`src/rtl/mdu_pkg.sv`:
```
// Shared types and constants for the E-stage multiply/divide unit.
// The MDU_DIV_EN macro decides whether DIV/DIVU count as multi-cycle ops.
package mdu_pkg;

  typedef enum logic [2:0] {
    OP_MULT  = 3'd0,
    OP_MULTU = 3'd1,
    OP_DIV   = 3'd2,
    OP_DIVU  = 3'd3,
    OP_MTHI  = 3'd4,
    OP_MTLO  = 3'd5,
    OP_NOP6  = 3'd6,
    OP_NOP7  = 3'd7
  } mdu_op_t;

  typedef enum logic {
    IDLE = 1'b0,
    RUN  = 1'b1
  } mdu_state_t;

  localparam int MULT_CYCLES_DEF = 5;
  localparam int DIV_CYCLES_DEF  = 10;

  // Ops that load the counter and raise busy; divides only when the divider exists.
  function automatic logic op_is_multi(input mdu_op_t op);
`ifdef MDU_DIV_EN
    return (op == OP_MULT) || (op == OP_MULTU) || (op == OP_DIV) || (op == OP_DIVU);
`else
    return (op == OP_MULT) || (op == OP_MULTU);
`endif
  endfunction

endpackage

```
`src/rtl/mdu_calc.sv`:
```
// Combinational {hi,lo} result for MULT/MULTU/DIV/DIVU.
// Divide hardware only exists when MDU_DIV_EN is defined.
import mdu_pkg::*;

module mdu_calc (
  input  mdu_op_t     op,
  input  logic [31:0] rs,
  input  logic [31:0] rt,
  output logic [31:0] hi,
  output logic [31:0] lo,
  output logic        write_en
);

  logic        is_signed;
  logic [63:0] a_ext;
  logic [63:0] b_ext;
  logic [63:0] product;

  assign is_signed = (op == OP_MULT) || (op == OP_DIV);

  // Sign- or zero-extending to 64 bits lets one unsigned multiplier serve both forms.
  assign a_ext   = {{32{is_signed & rs[31]}}, rs};
  assign b_ext   = {{32{is_signed & rt[31]}}, rt};
  assign product = a_ext * b_ext;

`ifdef MDU_DIV_EN
  logic        is_div;
  logic        neg_a;
  logic        neg_b;
  logic [31:0] mag_a;
  logic [31:0] mag_b;
  logic [31:0] divisor;
  logic [31:0] quot_mag;
  logic [31:0] rem_mag;
  logic [31:0] quot;
  logic [31:0] rem;

  assign is_div   = (op == OP_DIV) || (op == OP_DIVU);
  assign neg_a    = is_signed & rs[31];
  assign neg_b    = is_signed & rt[31];
  assign mag_a    = neg_a ? (~rs + 32'd1) : rs;
  assign mag_b    = neg_b ? (~rt + 32'd1) : rt;
  // Substitute 1 for a zero divisor so the datapath never produces X; the result is discarded.
  assign divisor  = (rt == 32'd0) ? 32'd1 : mag_b;
  assign quot_mag = mag_a / divisor;
  assign rem_mag  = mag_a % divisor;
  assign quot     = (neg_a ^ neg_b) ? (~quot_mag + 32'd1) : quot_mag;
  assign rem      = neg_a ? (~rem_mag + 32'd1) : rem_mag;

  always_comb begin
    hi       = product[63:32];
    lo       = product[31:0];
    write_en = 1'b1;
    if (is_div) begin
      hi       = rem;
      lo       = quot;
      write_en = (rt != 32'd0);
    end
  end
`else
  always_comb begin
    hi       = product[63:32];
    lo       = product[31:0];
    write_en = 1'b1;
  end
`endif

endmodule

```
`src/rtl/e_mdu.sv`:
```
// E-stage multiply/divide unit: IDLE/RUN FSM, cycle counter, pending result and HI/LO.
// Define MDU_DIV_EN to include DIV/DIVU; otherwise ops 2/3 behave as NOP.
import mdu_pkg::*;

module e_mdu #(
  parameter int MULT_CYCLES = MULT_CYCLES_DEF,
  parameter int DIV_CYCLES  = DIV_CYCLES_DEF
) (
  input  logic        clk,
  input  logic        reset,
  input  logic        start,
  input  logic [2:0]  op,
  input  logic [31:0] rs,
  input  logic [31:0] rt,
  output logic        busy,
  output logic [31:0] HI,
  output logic [31:0] LO
);

  localparam int MAX_CYC = (MULT_CYCLES > DIV_CYCLES) ? MULT_CYCLES : DIV_CYCLES;
  localparam int CNT_W   = $clog2(MAX_CYC + 1);

  mdu_op_t     op_e;
  mdu_state_t  state_reg, state_next;
  logic [CNT_W-1:0] cnt_reg, cnt_next;
  logic [31:0] pend_hi_reg, pend_hi_next;
  logic [31:0] pend_lo_reg, pend_lo_next;
  logic        pend_we_reg, pend_we_next;
  logic [31:0] hi_reg, hi_next;
  logic [31:0] lo_reg, lo_next;
  logic [31:0] calc_hi;
  logic [31:0] calc_lo;
  logic        calc_we;

  assign op_e = mdu_op_t'(op);

  mdu_calc u_calc (
    .op       (op_e),
    .rs       (rs),
    .rt       (rt),
    .hi       (calc_hi),
    .lo       (calc_lo),
    .write_en (calc_we)
  );

  always_comb begin
    state_next   = state_reg;
    cnt_next     = cnt_reg;
    pend_hi_next = pend_hi_reg;
    pend_lo_next = pend_lo_reg;
    pend_we_next = pend_we_reg;
    hi_next      = hi_reg;
    lo_next      = lo_reg;
    case (state_reg)
      IDLE: begin
        if (start) begin
          if (op_is_multi(op_e)) begin
            state_next   = RUN;
            cnt_next     = ((op_e == OP_MULT) || (op_e == OP_MULTU)) ?
                           CNT_W'(MULT_CYCLES) : CNT_W'(DIV_CYCLES);
            pend_hi_next = calc_hi;
            pend_lo_next = calc_lo;
            pend_we_next = calc_we;
          end else if (op_e == OP_MTHI) begin
            hi_next = rs;
          end else if (op_e == OP_MTLO) begin
            lo_next = rs;
          end
        end
      end
      RUN: begin
        // start is ignored here; the hazard unit keeps MD ops out of E while busy.
        if (cnt_reg == CNT_W'(1)) begin
          state_next = IDLE;
          cnt_next   = '0;
          if (pend_we_reg) begin
            hi_next = pend_hi_reg;
            lo_next = pend_lo_reg;
          end
        end else begin
          cnt_next = cnt_reg - CNT_W'(1);
        end
      end
      default: state_next = IDLE;
    endcase
  end

  always_ff @(posedge clk) begin
    if (!reset) begin
      state_reg   <= IDLE;
      cnt_reg     <= '0;
      pend_hi_reg <= '0;
      pend_lo_reg <= '0;
      pend_we_reg <= 1'b0;
      hi_reg      <= '0;
      lo_reg      <= '0;
    end else begin
      state_reg   <= state_next;
      cnt_reg     <= cnt_next;
      pend_hi_reg <= pend_hi_next;
      pend_lo_reg <= pend_lo_next;
      pend_we_reg <= pend_we_next;
      hi_reg      <= hi_next;
      lo_reg      <= lo_next;
    end
  end

  assign busy = (state_reg == RUN);
  assign HI   = hi_reg;
  assign LO   = lo_reg;

endmodule

```
`config.mk`:
```
export PLATFORM = sky130hd
export DESIGN_NAME = e_mdu
export DESIGN_NICKNAME = d
export VERILOG_FILES = /design/src/rtl/mdu_pkg.sv /design/src/rtl/mdu_calc.sv /design/src/rtl/e_mdu.sv
export SDC_FILE = /design/constraint.sdc
export NUM_CORES = 2
export LEC_CHECK = 0
export CORE_ASPECT_RATIO = 0.8
export CORE_MARGIN = 2
export CORE_UTILIZATION = 59
export DETAILED_ROUTE_END_ITERATION = 10
export GPL_TIMING_DRIVEN = 0
export HOLD_SLACK_MARGIN = 0.12
export PLACE_DENSITY = 0.8
export SYNTH_ARGS = -nofsm -noshare
export SYNTH_HDL_FRONTEND = slang
export SYNTH_SLANG_ARGS = --single-unit
```
`constraint.sdc`:
```
create_clock -name clk -period 10.3 [get_ports clk]
set_clock_uncertainty 0.2 [all_clocks]
set_input_delay 2.06 -clock clk [delete_from_list [all_inputs] [get_ports clk]]
set_output_delay 2.06 -clock clk [all_outputs]
set_load 0.05 [all_outputs]
```
[Word-level counts from Yosys, hierarchy flattened]
Index checks and enable logic that the tools add are counted.
Storage, ports and cells
  bits in registers: 134
  bits of input ports: 70
  output and inout port bits: 65
  word-level logic and storage cells: 53
Cells by class
  add/sub/neg operators: 1
  $mul: 1
  eq/ne operators: 13
  muxes and demuxes: 21
  bitwise gates (word level): 3
  reduce and logical (&&, ||, !) cells: 7
Operators with widths (count)
  two-way mux 32 bit: 11
  case mux 32 bit (2 select lines): 2
  multiplier 33 x 33 -> 64 bit: 1
  two-way mux 4 bit: 3
  != test 2 bit (second input constant): 6
  case mux 4 bit (2 select lines): 1
  == test 3 bit (second input constant): 2
  AND reduction 6 bit: 1
  AND reduction 5 bit: 1
  == test 4 x 1 -> 1 bit (second input constant): 1
  != test 2 x 1 -> 1 bit (second input constant): 2
  subtractor 4 x 1 -> 4 bit (second input constant): 1
  == test 3 x 1 -> 1 bit (second input constant): 1
  == test 3 x 2 -> 1 bit (second input constant): 1
  zero test 3 bit: 1
  two-way mux 1 bit: 3
  AND reduction 3 bit: 1
  AND 1 bit: 2
  logical OR 1 bit: 2
  case mux 1 bit (2 select lines): 1
  AND reduction 2 bit: 1
  inverter 1 bit: 1

[Depth between registers and ports, before layout]
  word-level depth: 6
  gate-level depth with buffers: 31
  gate-level depth less buffers: 28

[Hierarchy]
Synthesis repeated with hierarchy kept, for this count alone.
Second synthesis, totals
  cell total of the unflattened synthesis: 4904
  area total of the unflattened synthesis: 43747.0 um^2
By module, submodules not included
  mdu_calc: instances 1, cells an instance 4237, area each 37916.4 um^2, sequential area each 0.0 um^2
  e_mdu: instances 1, cells an instance 667, area each 5830.6 um^2, sequential area each 2682.6 um^2

[Least setup slack after synthesis]
No wires, ideal clock.
  path kind: in2reg
  start: in op[0]
  end: reg pend_hi_reg[28]
  library setup time: 0.137 ns
  arrival time: 9.924 ns
  required time: 9.963 ns
  slack: 0.039 ns
  cell stages on the path: 28
  buffers on the path: 3
  path through: nor2_1 > clkbuf_1 > and2_1 > clkbuf_1 > nand2_1 > inv_1 > fa_1 > fa_1 > fa_1 > inv_1 > fa_1 > inv_1 > fa_1 > fa_1 > inv_1 > fa_1 > fa_1 > inv_1 > ha_1 > clkbuf_1 > a21boi_0 > a311oi_1 > nand4_1 > nor3_4 > o31ai_2 > a31oi_1 > mux2i_1 > a31oi_1
On the way
  word-level cells in the longest chain between the ends: 4
  elaborated cells between the ends (all ways): 9
  classes of those cells: 1 x mul; 2 x eq/ne; 2 x bitwise; 4 x reduce/logical
RTL lines
  from (decl): RTL line e_mdu.sv:12  | input logic [2:0] op,
  == test 3 x 2 -> 1 bit / zero test 3 bit (equally long branches): RTL line mdu_calc.sv:19, mdu_pkg.sv:29
  logical OR 1 bit: RTL line mdu_calc.sv:19  | assign is_signed = (op == OP_MULT) || (op == OP_DIV);
  AND 1 bit, on equally long branches: RTL line mdu_calc.sv:22, mdu_calc.sv:23
  multiplier 33 x 33 -> 64 bit: RTL line mdu_calc.sv:24  | assign product = a_ext * b_ext;
  to (signal assigned): RTL line e_mdu.sv:100  | pend_hi_reg <= pend_hi_next;
  to (decl): RTL line e_mdu.sv:26  | logic [31:0] pend_hi_reg, pend_hi_next;
Parallel ways exist; a longest one is shown, timed or not.
A chain may end at the register's enable or synchronous reset.

[Worst setup path after layout]
  start: in rt[9]
  end: reg pend_hi_reg[27]
On the way
  word-level cells in the longest chain between the ends: 1
RTL lines
  from (decl): RTL line e_mdu.sv:14  | input logic [31:0] rt,
  multiplier 33 x 33 -> 64 bit: RTL line mdu_calc.sv:24
Every way passes these cells.

==> impl_metrics.yaml <==
run_status:
  run_status: "completed"
route:
  drcViolationCount: 0
  vias_after_detailed_routing: 35500
  number_of_routed_nets_with_antenna_violations: 0
  drtPass1Iterations: 6
  drt-initial-drc-count: 4050
  totalWireLength_um: 166000
  route.detailed.vias_per_inst: 5.88
  drt-wirelength-per-cell_um: 27.5
flow_run:
  drv_cap: 0
cells_and_area:
  area_of_combinational_cells_with_multiple_inputs_um2: 35300
  total_of_fill_cells_in_the_finished_design: 6117
  layout-drive-gt1-share_pct: 6.79
  flow.area_growth_from_synthesis_pct: 8.99
  area.sequential_um2: 2680
  number_of_nets_in_the_final_layout: 6477
synth:
  ys_dominant_reg_cell: "dfxtp_1"
  syn_area_um2: 43200
  synth.yosys.seq_area_share_pct: 6.21
  synthesis.area_per_instance_um2: 8.81
  async_flop_share_pct: 0
  count_of_flip_flops_with_a_built_in_enable_after_synthesis: 0
  ys_types: 65
  synth_seq_cells: 134
  syn-instance-count: 4906
  post_synth_net_total: 6315
  synth_warnings: 0
global_route:
  grt_pass1_vias: 36800
  grt_max_degree: 25
  grt_overflow_total: 0
  globalRouteTotalUtil_pct: 45.4
  global_route_wire_length_before_repair_um: 242000
  grt_antenna_before_repair: 11
floorplanning:
  die_width_um: 307
  die_h_um: 246
  floorplan.die_area_um2: 75400
  starting_density_of_the_core_pct: 59.7
  core_ar_um2: 72300
  floorplan.io_pins: 135
  row_count: 88
sta:
  tightestPinTransition_ns: 1.07
  clock.fmax_mhz: 97.8
  hold_viol_final: 0
  finalSetupViolCount: 0
  timing.setup.tns_ns: 0
  layout_worst_path_cycle_share_pct: 99.2
  slew_viol_final: 0
  max-slew-margin-rel_pct: 28.3
  clock_period_minus_final_worst_setup_slack_ns: 10.22
critical_path:
  r2r.worst_path.cells: 7
  critical_path_required_ns: 10.42
  type_of_element_capturing_the_critical_path: "flop"
  crit_path_max_fanout: 10
  start_of_the_worst_register_to_register_path: "busy$_SDFF_PN0_"
  worst-setup-path-type: "primary input to flop"
  crit_arrival_ns: 10.35
  reg2reg_to: "pend_lo_reg[18]$_SDFFE_PN0P_"
  timing.reg2reg.setup_slack_ns: 7.02
  worst_setup_path_start_kind: "primary input"
cts:
  insertion_delay_ns: 0.43
  htree_num_levels: 4
  clock_tree_root: "clkbuf_16"
  clkSlewWorstSetupHoldPaths_ns: 0.07
  cts_buffers: 17
  cts_num_sinks: 134
  tritoncts: "yes"
  clock_tree.buffer_depth: 2
placement:
  dpl.hpwl_um: 141000
  io_buffer_count: 119
  finalWeightedCongestion: 1.06
hold_path:
  capture_endpoint_of_the_worst_hold_path: "pend_lo_reg[4]$_SDFFE_PN0P_"
  min_path_cells: 2
  min-delay-path-class: "flop to flop"
  min_from: "pend_lo_reg[4]$_SDFFE_PN0P_"
==> critical path: stages <==
cell and delay [ns]:
dlygate4sd2_1 0.47, clkbuf_4 0.46, nand2_1 0.14, fa_1 0.52, fa_1 0.59, inv_1 0.07, fa_1 0.50, fa_1 0.51
inv_1 0.06, fa_1 0.53, inv_1 0.07, fa_1 0.48, inv_1 0.05, fa_1 0.47, inv_1 0.05, fa_1 0.53
ha_1 0.47, nand2_1 0.17, a211oi_2 0.25, o211ai_1 0.20, a31oi_4 0.37, o2111ai_2 0.28, a211oi_2 0.37, o21ai_0 0.19
mux2i_1 0.14, or2_2 0.29
==> placed cells by master (no fill, tap or decap), types with 10 or more instances in the layout <==
cell | Yosys | layout
a211oi_1 | 81 | 76
a21o_1 | 22 | 22
a21oi_1 | 165 | 160
and2_1 | 259 | 258
and3_1 | 21 | 19
buf_2 | 6 | 21
buf_4 | 0 | 44
clkbuf_1 | 264 | 100
clkbuf_16 | 0 | 17
clkbuf_2 | 0 | 115
clkbuf_4 | 0 | 28
clkdlybuf4s50_1 | 0 | 77
dfxtp_1 | 134 | 134
dlymetal6s2s_1 | 0 | 11
fa_1 | 1125 | 1112
fa_2 | 0 | 13
ha_1 | 214 | 204
inv_1 | 1200 | 1192
nand2_1 | 899 | 895
nand3_1 | 38 | 38
nand4_1 | 20 | 20
nor2_1 | 153 | 151
nor2b_1 | 38 | 38
nor3_1 | 12 | 11
o21a_1 | 10 | 10
o21ai_0 | 51 | 45
o21bai_1 | 15 | 14
or2_2 | 10 | 10
xnor2_1 | 38 | 38
xor2_1 | 25 | 25
==> synth_stat cells, types with 4 or more instances <==
master | count | share of area (%)
inv_1 | 1200 | 10
fa_1 | 1125 | 52
nand2_1 | 899 | 7.8
clkbuf_1 | 264 | 2.3
and2_1 | 259 | 3.8
ha_1 | 214 | 6.2
a21oi_1 | 165 | 1.9
nor2_1 | 153 | 1.3
dfxtp_1 | 134 | 6.2
a211oi_1 | 81 | 1.4
o21ai_0 | 51 | 0.59
nand3_1 | 38 | 0.44
nor2b_1 | 38 | 0.55
xnor2_1 | 38 | 0.77
xor2_1 | 25 | 0.51
a21o_1 | 22 | 0.38
and3_1 | 21 | 0.30
nand4_1 | 20 | 0.29
o21bai_1 | 15 | 0.26
nor3_1 | 12 | 0.14
buf_1 | 11 | 0.096
o21a_1 | 10 | 0.17
or2_2 | 10 | 0.14
a31oi_1 | 9 | 0.13
o211ai_1 | 9 | 0.16
or3_1 | 9 | 0.13
buf_2 | 6 | 0.070
o31ai_1 | 5 | 0.087
a21boi_0 | 4 | 0.070
mux2i_1 | 4 | 0.093
o21ai_1 | 4 | 0.046
==> routing by layer <==
metal | part of all wire, % | GRT usage [%]
met5 | 0.013 | 0
met4 | 5.7 | 20.6
met3 | 16 | 18.9
met2 | 40 | 62.7
met1 | 38 | 62.4
==> metrics by stage <==
step	instances	area, µm²	hold slack, ns	setup WS (ns)	utilization, %
2_1_floorplan	4906	43200	0.232	0.0388	-
3_3_place_gp	5970	45600	0.242	-3.15	63.0
3_5_place_dp	5970	45600	0.247	-3.19	63.0
4_1_cts	6013	46700	0.255	0.000190	64.6
5_1_grt	6029	47100	0.272	-0.0438	65.1
6_report	6035	47100	0.257	0.0784	65.1
==> worst max path at each step <==
stage / startpoint / to / depth (start not counted) / slack [ns]
CTS: rt[30] / pend_hi_reg[20]$_SDFFE_PN0P_ / 24 / 0.0002
finish: rt[9] / pend_hi_reg[27]$_SDFFE_PN0P_ / 26 / 0.08
global route: op[0] / pend_hi_reg[20]$_SDFFE_PN0P_ / 28 / -0.04
floorplan: op[0] / pend_hi_reg[28]$_SDFFE_PN0P_ / 28 / 0.04
global placement: op[2] / pend_hi_reg[28]$_SDFFE_PN0P_ / 29 / -3.15
detailed placement: op[2] / pend_hi_reg[30]$_SDFFE_PN0P_ / 29 / -3.19
==> logic make-up (layout without fill, tap and decap cells) <==
family | count (synthesis) | after routing | synth area share (%)
other | 0 | 9 | 0
AND/OR/NAND/NOR | 1472 | 1473 | 15.1
flip-flops | 134 | 134 | 6.21
AO/OA/AOI/OAI | 409 | 409 | 5.98
adder cells (fa/ha/maj) | 1339 | 1339 | 58.3
buffers and inverters | 1483 | 1657 | 12.9
XOR/XNOR | 63 | 63 | 1.28
multiplexers | 6 | 6 | 0.145
==> area by class of cell <==
cell class / instances / share of cell area, %
plain buffers: 275 / 3.00
clock inverters: 15 / 0.486
inverters: 1201 / 9.60
multi-input cells: 3290 / 74.9
diodes: 9 / 0.0478
flip-flops and latches: 134 / 5.70
well taps: 945 / 2.51
repair buffers: 149 / 2.89
clock buffers: 17 / 0.904
==> what timing repair did <==
action,in CTS,in global routing
endpoints found under the setup margin,40,28
buffers inserted,15,15
resized for setup,233,283
hold buffers,0,0
gates cloned,0,1
pin swaps,15,30
endpoints found under the hold margin,0,0
Power is left out: the tool's default activity adds up to more than one toggle a clock period on the data nets, which glitch-free logic cannot reach.
